`src/rtl/path_cost_sequencer_pkg.sv`:
```
// rtl/path_cost_sequencer_pkg.sv - shared types, penalty constants and helpers for the path cost sequencer
package path_cost_sequencer_pkg;

   localparam int PEN_W = 8;
   localparam logic [PEN_W-1:0] P1_DEFAULT_C = 8'd8;
   localparam logic [PEN_W-1:0] P2_DEFAULT_C = 8'd32;

   typedef enum logic [1:0] {
      ST_IDLE,
      ST_LINE,
      ST_HBLANK
   } seq_state_t;

   function automatic int clog2(input int value);
      int r;
      r = 0;
      while ((1 << r) < value) r = r + 1;
      return r;
   endfunction

   // Counter width that never collapses to zero bits for tiny images.
   function automatic int bits_for(input int value);
      return (clog2(value) < 1) ? 1 : clog2(value);
   endfunction

   // P2 is never allowed to fall below P1.
   function automatic logic [PEN_W-1:0] clamp_p2(input logic [PEN_W-1:0] p1,
                                                 input logic [PEN_W-1:0] p2);
      return (p2 < p1) ? p1 : p2;
   endfunction

endpackage

```
`src/rtl/path_cost_sequencer_shadow.sv`:
```
// rtl/path_cost_sequencer_shadow.sv - pending/active P1/P2 register pair, active copy updated only at frame start
module penalty_shadow_regs
   import path_cost_sequencer_pkg::*;
#(
   parameter logic [PEN_W-1:0] P1_DEFAULT = P1_DEFAULT_C,
   parameter logic [PEN_W-1:0] P2_DEFAULT = P2_DEFAULT_C
) (
   input  logic             clk_i,
   input  logic             rst_i,
   input  logic             cfg_we_i,
   input  logic [PEN_W-1:0] p1_i,
   input  logic [PEN_W-1:0] p2_i,
   input  logic             frame_start_i,
   output logic [PEN_W-1:0] p1_o,
   output logic [PEN_W-1:0] p2_o
);

   logic [PEN_W-1:0] pend_p1_q, pend_p2_q;
   logic [PEN_W-1:0] act_p1_q, act_p2_q;
   logic [PEN_W-1:0] pend_p1_d, pend_p2_d;

   assign pend_p1_d = cfg_we_i ? p1_i : pend_p1_q;
   assign pend_p2_d = cfg_we_i ? clamp_p2(p1_i, p2_i) : pend_p2_q;

   always_ff @(posedge clk_i or posedge rst_i) begin
      if (rst_i) begin
         pend_p1_q <= P1_DEFAULT;
         pend_p2_q <= P2_DEFAULT;
         act_p1_q  <= P1_DEFAULT;
         act_p2_q  <= P2_DEFAULT;
      end else begin
         pend_p1_q <= pend_p1_d;
         pend_p2_q <= pend_p2_d;
         // A write coincident with frame start takes effect for that frame.
         if (frame_start_i) begin
            act_p1_q <= pend_p1_d;
            act_p2_q <= pend_p2_d;
         end
      end
   end

   assign p1_o = act_p1_q;
   assign p2_o = act_p2_q;

endmodule

```
`src/rtl/path_cost_sequencer.sv`:
```
// rtl/path_cost_sequencer.sv - pixel position tracking, path-begin strobes and frame-stable penalties
module path_cost_sequencer
   import path_cost_sequencer_pkg::*;
#(
   parameter int IMG_WIDTH  = 1600,
   parameter int IMG_HEIGHT = 1200,
   parameter int P1_DEFAULT = 8,
   parameter int P2_DEFAULT = 32,
   localparam int X_BITS = bits_for(IMG_WIDTH),
   localparam int Y_BITS = bits_for(IMG_HEIGHT)
) (
   input  logic              in_clk,
   input  logic              in_rst,
   input  logic              in_de,
   input  logic              in_frame_start,
   input  logic              in_cfg_we,
   input  logic [PEN_W-1:0]  in_P1,
   input  logic [PEN_W-1:0]  in_P2,
   output logic              out_ce,
   output logic              out_beg_h,
   output logic              out_beg_v,
   output logic              out_beg_d,
   output logic [X_BITS-1:0] out_x,
   output logic [Y_BITS-1:0] out_y,
   output logic [PEN_W-1:0]  out_P1,
   output logic [PEN_W-1:0]  out_P2,
   output logic              out_line_err,
   output logic              out_frame_done
);

   localparam logic [X_BITS-1:0] X_LAST = X_BITS'(IMG_WIDTH - 1);
   localparam logic [Y_BITS-1:0] Y_LAST = Y_BITS'(IMG_HEIGHT - 1);

   seq_state_t        state_q;
   logic [X_BITS-1:0] x_q;
   logic [Y_BITS-1:0] y_q;
   logic              full_q;
   logic              ce_q, beg_h_q, beg_v_q, err_q, done_q;
   logic [X_BITS-1:0] out_x_q;
   logic [Y_BITS-1:0] out_y_q;

   logic [X_BITS-1:0] cur_x_d;
   logic [Y_BITS-1:0] cur_y_d;
   logic              accept_d;

   // Frame start overrides the position so a coincident pixel lands on (0,0).
   assign cur_x_d  = in_frame_start ? '0 : x_q;
   assign cur_y_d  = in_frame_start ? '0 : y_q;
   assign accept_d = in_de && (in_frame_start || state_q == ST_HBLANK ||
                               (state_q == ST_LINE && !full_q));

   always_ff @(posedge in_clk or posedge in_rst) begin
      if (in_rst) begin
         state_q <= ST_IDLE;
         x_q     <= '0;
         y_q     <= '0;
         full_q  <= 1'b0;
         ce_q    <= 1'b0;
         beg_h_q <= 1'b0;
         beg_v_q <= 1'b0;
         err_q   <= 1'b0;
         done_q  <= 1'b0;
         out_x_q <= '0;
         out_y_q <= '0;
      end else begin
         ce_q    <= accept_d;
         beg_h_q <= accept_d && (cur_x_d == '0);
         beg_v_q <= accept_d && (cur_y_d == '0);
         done_q  <= 1'b0;

         if (in_frame_start) begin
            state_q <= ST_HBLANK;
            x_q     <= '0;
            y_q     <= '0;
            full_q  <= 1'b0;
            err_q   <= 1'b0;
         end

         if (accept_d) begin
            out_x_q <= cur_x_d;
            out_y_q <= cur_y_d;
            state_q <= ST_LINE;
            if (cur_x_d == X_LAST) begin
               // Line complete; further pixels before de falls are rejected.
               x_q    <= '0;
               full_q <= 1'b1;
               if (cur_y_d == Y_LAST) begin
                  state_q <= ST_IDLE;
                  y_q     <= '0;
                  done_q  <= 1'b1;
               end else begin
                  y_q <= cur_y_d + 1'b1;
               end
            end else begin
               x_q <= cur_x_d + 1'b1;
            end
         end else if (!in_frame_start && state_q == ST_LINE) begin
            if (in_de) begin
               err_q <= 1'b1;
            end else begin
               state_q <= ST_HBLANK;
               full_q  <= 1'b0;
               // Short line still advances the row to keep the delay line aligned.
               if (!full_q && x_q != '0) begin
                  err_q <= 1'b1;
                  x_q   <= '0;
                  if (y_q == Y_LAST) begin
                     state_q <= ST_IDLE;
                     y_q     <= '0;
                     done_q  <= 1'b1;
                  end else begin
                     y_q <= y_q + 1'b1;
                  end
               end
            end
         end
      end
   end

   penalty_shadow_regs #(
      .P1_DEFAULT(PEN_W'(P1_DEFAULT)),
      .P2_DEFAULT(PEN_W'(P2_DEFAULT))
   ) u_shadow (
      .clk_i        (in_clk),
      .rst_i        (in_rst),
      .cfg_we_i     (in_cfg_we),
      .p1_i         (in_P1),
      .p2_i         (in_P2),
      .frame_start_i(in_frame_start),
      .p1_o         (out_P1),
      .p2_o         (out_P2)
   );

   assign out_ce         = ce_q;
   assign out_beg_h      = beg_h_q;
   assign out_beg_v      = beg_v_q;
   assign out_beg_d      = beg_h_q | beg_v_q;
   assign out_x          = out_x_q;
   assign out_y          = out_y_q;
   assign out_line_err   = err_q;
   assign out_frame_done = done_q;

endmodule

```
`config.mk`:
```
export PLATFORM = sky130hd
export DESIGN_NAME = path_cost_sequencer
export DESIGN_NICKNAME = d
export VERILOG_FILES = /design/src/rtl/path_cost_sequencer_pkg.sv /design/src/rtl/path_cost_sequencer_shadow.sv /design/src/rtl/path_cost_sequencer.sv
export SDC_FILE = /design/constraint.sdc
export NUM_CORES = 1
export LEC_CHECK = 0
export ABC_AREA = 1
export BUFFER_PORTS_ARGS = -buffer_cell sky130_fd_sc_hd__buf_2
export CELL_PAD_IN_SITES_DETAIL_PLACEMENT = 2
export CELL_PAD_IN_SITES_GLOBAL_PLACEMENT = 2
export CORE_AREA = 5 5 122 124
export DETAILED_ROUTE_END_ITERATION = 6
export DIE_AREA = 0 0 127 129
export GPL_ROUTABILITY_DRIVEN = 1
export MAX_ROUTING_LAYER = met4
export PLACE_DENSITY = 0.95
export REMOVE_ABC_BUFFERS = 1
export SLEW_MARGIN = 10
export SYNTH_ARGS = -nofsm -noshare
export SYNTH_HDL_FRONTEND = slang
export SYNTH_HIERARCHICAL = 1
export SYNTH_SLANG_ARGS = --single-unit
```
`constraint.sdc`:
```
create_clock -name in_clk -period 2.55 [get_ports in_clk]
set_clock_uncertainty 0.05 [all_clocks]
set_input_delay 0.1275 -clock in_clk [delete_from_list [all_inputs] [get_ports in_clk]]
set_output_delay 0.1275 -clock in_clk [all_outputs]
set_load 0.05 [all_outputs]
```
==> impl_metrics.tcl <==
set metrics [dict create \
    synth_edf_count 0 \
    ys_warn_count 6 \
    layout_commonest_cell "nand2_1" \
    gp_congestion 0.8894 \
    clock-sinks 84 \
    area_growth_pct 16.41 \
    drv_cap 0 \
    synth_ff_type "dfrtp_1" \
    power_per_cell_area_nw_per_um2 631.9 \
    power_frac_comb 0.193 \
    fin_setup_tns_ps 0 \
    tritoncts "built" \
    dr.pass1.iters 4 \
    async_flop_share 1.000 \
    max_stage_delay_ps 430 \
    synth.distinct_cells 36 \
    synth.largest_area_cell "dfrtp_1" \
    synth_top_area_frac 0.4173 \
    drtIter0Drc 224 \
    fp.dieH_um 129 \
    period_needed_ps 2233 \
    final_cell_mix "nand2_1, dfrtp_1, inv_1" \
    synth_area_um2 4797 \
    setup_viol_count_final 0 \
    clk_latency_ps 360 \
    hold_path.class "input port to flop" \
    die_x_um 127 \
    routed_via_density 5.184 \
    worst_pin_slew_ps 761.7 \
    max_freq_mhz 447.9 \
    fin_nets 747 \
    drc 0 \
    io_pins 65 \
    worstSetupStartpoint "x_q[0]" \
    p_int_uw 2375 \
    num_vias 4660 \
    grt_pass1_vias 5305 \
    grt_pass1_wl_mm 28.50 \
    p_leak_uw 0.002958 \
    htree_levels 3 \
    cts_root_buffer "clkbuf_16" \
    maxSlewViolCount 0 \
    antenna_found_initial 0 \
    syn_area_per_cell_um2 7.403 \
    worstPathRequired_ps 2750 \
    ys_seq_elements 84 \
    initial_core_util 0.3510 \
    seqPwrFrac 0.423 \
    cp_slowest_cell "dfrtp_1" \
    status "complete, no violations" \
    antenna_cells 0 \
    timing.hold.ws_ps 65.26 \
    finalHoldViolCount 0 \
    worstSetupEndpointType "flop" \
    rsz0062_at_grt "no" \
    syn-instance-count 648 \
    wl_mm 17.34 \
    timing.rr.start "x_q[0]" \
    row_count 43 \
    crit_arrival_ps 2430 \
    swShare 0.3268 \
    antenna_left 0 \
    die_area_um2 16380 \
    hpwl_mm 12.79 \
    clockBufferDepth 2 \
    min-delay-start "in_cfg_we" \
    start_kind "flop" \
    drive_above_1_share 0.1780 \
    clockPowerShare 0.383 \
    cts_inserted_buffers 9 \
    core_um2 13670 \
    worstSetupPathType "flop to flop" \
    synth.area.top_cells "dfrtp_1, nand2_1, nand3_1" \
    netSwitchingPower_uw 1153 \
    ir_worst_vdd_mv 0.2490 \
    cts_resized 0 \
    slew_headroom 0.4916 \
    gr-total-overflow 0 \
    holdBufCountCts 1 \
    grt_max_degree 33 \
    cp_max_fo 6 \
    clk_pin_slew_ps 70 \
    crit_chain "nand2_2 -> inv_1 -> ha_1 -> nand3_1 -> nor2_1 -> nand3_1 -> inv_1 -> o21ai_0 -> nand2_1 -> nand2_1" \
    grtUsageTotal 0.2281 \
    wl_per_cell_um 19.28 \
    finalCritPeriodShare 0.8756 \
    io_buffer_count 64 \
    post-cts-setup-buffer-count 0 \
    seq_area_frac_synth 0.4392 \
]
cell families (layout without fill, tap and decap cells):
group | after synthesis | after routing | synth area share
compound gates | 61 | 61 | 0.06677
fa+ha+maj | 12 | 12 | 0.03130
simple gates | 392 | 392 | 0.3631
buf+inv | 94 | 165 | 0.09050
flops | 84 | 84 | 0.4392
xor+xnor | 5 | 5 | 0.009131
cell type report:
class                      count  area (um2)
clock buffer                  11       242.7
clock inverter                 5       52.55
fill                        1652        8082
inverter                      74       280.3
multi-input combinational    470        2258
sequential                    84        2107
tap                          180       225.2
timing repair buffer          75       417.9
synth_stat cells (2+ instances only):
cell type  count
buf_6          5
xor2_1         3
dfrtp_1       80
inv_1         72
nor2_1        60
buf_4          3
o21ai_1        5
nand2_1      209
nor3_1         9
o22ai_1        2
o21ai_0       43
nand4_1       10
dfstp_2        4
nand2_4        3
a21oi_1        7
xnor2_1        2
ha_1          12
nand3_1       70
nand2_2       16
clkbuf_1       7
nand3b_1       3
nand3_2        4
nor2_2         3
buf_2          3
nor2_4         2
per-layer routing:
layer,routed length [um],part of all wire,up-vias,global-route usage
met4,284,0.016,0,0.07697
met5,0,0,-,-
met1,7581,0.44,2359,0.2769
li1,-,-,2182,-
met3,592,0.034,24,0.02989
met2,8879,0.51,95,0.3929
sequential cells by signal, indices dropped and copies added (netlist names):
signal,count
out_x,11
out_y,11
x_q,11
y_q,11
u_shadow/p1_o,8
u_shadow/p2_o,8
u_shadow/pend_p1_q,8
u_shadow/pend_p2_q,8
state_q,2
full_q,1
out_beg_h,1
out_beg_v,1
out_ce,1
out_frame_done,1
out_line_err,1
worst max-delay path: cells and delay by family, from the launching register on:
kind	cells	cell delay [ps]
simple gates	6	910
fa+ha+maj	1	320
flops	1	430
compound gates	1	110
buf+inv	2	320
metrics by stage:
stage | setup slack, ps | utilization | std cells | area [um2] | power (uW)
after floorplan | 147.0 | - | 628 | 4643 | 1950
after global placement | 578.3 | 0.3863 | 882 | 5279 | 2154
after detailed placement | 337.7 | 0.3863 | 882 | 5279 | 2195
after CTS | 312.3 | 0.4086 | 899 | 5584 | 3571
after global routing | 142.1 | 0.4086 | 899 | 5584 | 3690
final | 317.1 | 0.4086 | 899 | 5584 | 3529
power groups by stage:
stage	clock (uW)	sequential, uW	combinational (uW)
2_1_floorplan	0	1670	275
3_3_place_gp	0	1510	647
3_5_place_dp	0	1510	680
4_1_cts	1380	1490	694
5_1_grt	1440	1500	745
6_report	1350	1490	682
path summary, 6_finish.rpt:
| check | endpoint | slack [ps] | cells after the start |
|---|---|---|---|
| min | u_shadow/pend_p2_q[5] | 70 | 3 |
| min reg2reg | u_shadow/p2_o[7] | 430 | 2 |
| max in group asynchronous | out_y[8] | 1490 | 4 |
| min in group asynchronous | u_shadow/pend_p1_q[0] | 370 | 4 |
| max reg2reg | y_q[0] | 320 | 10 |
| max | y_q[0] | 320 | 10 |
Power figures use the tool's default switching activity.
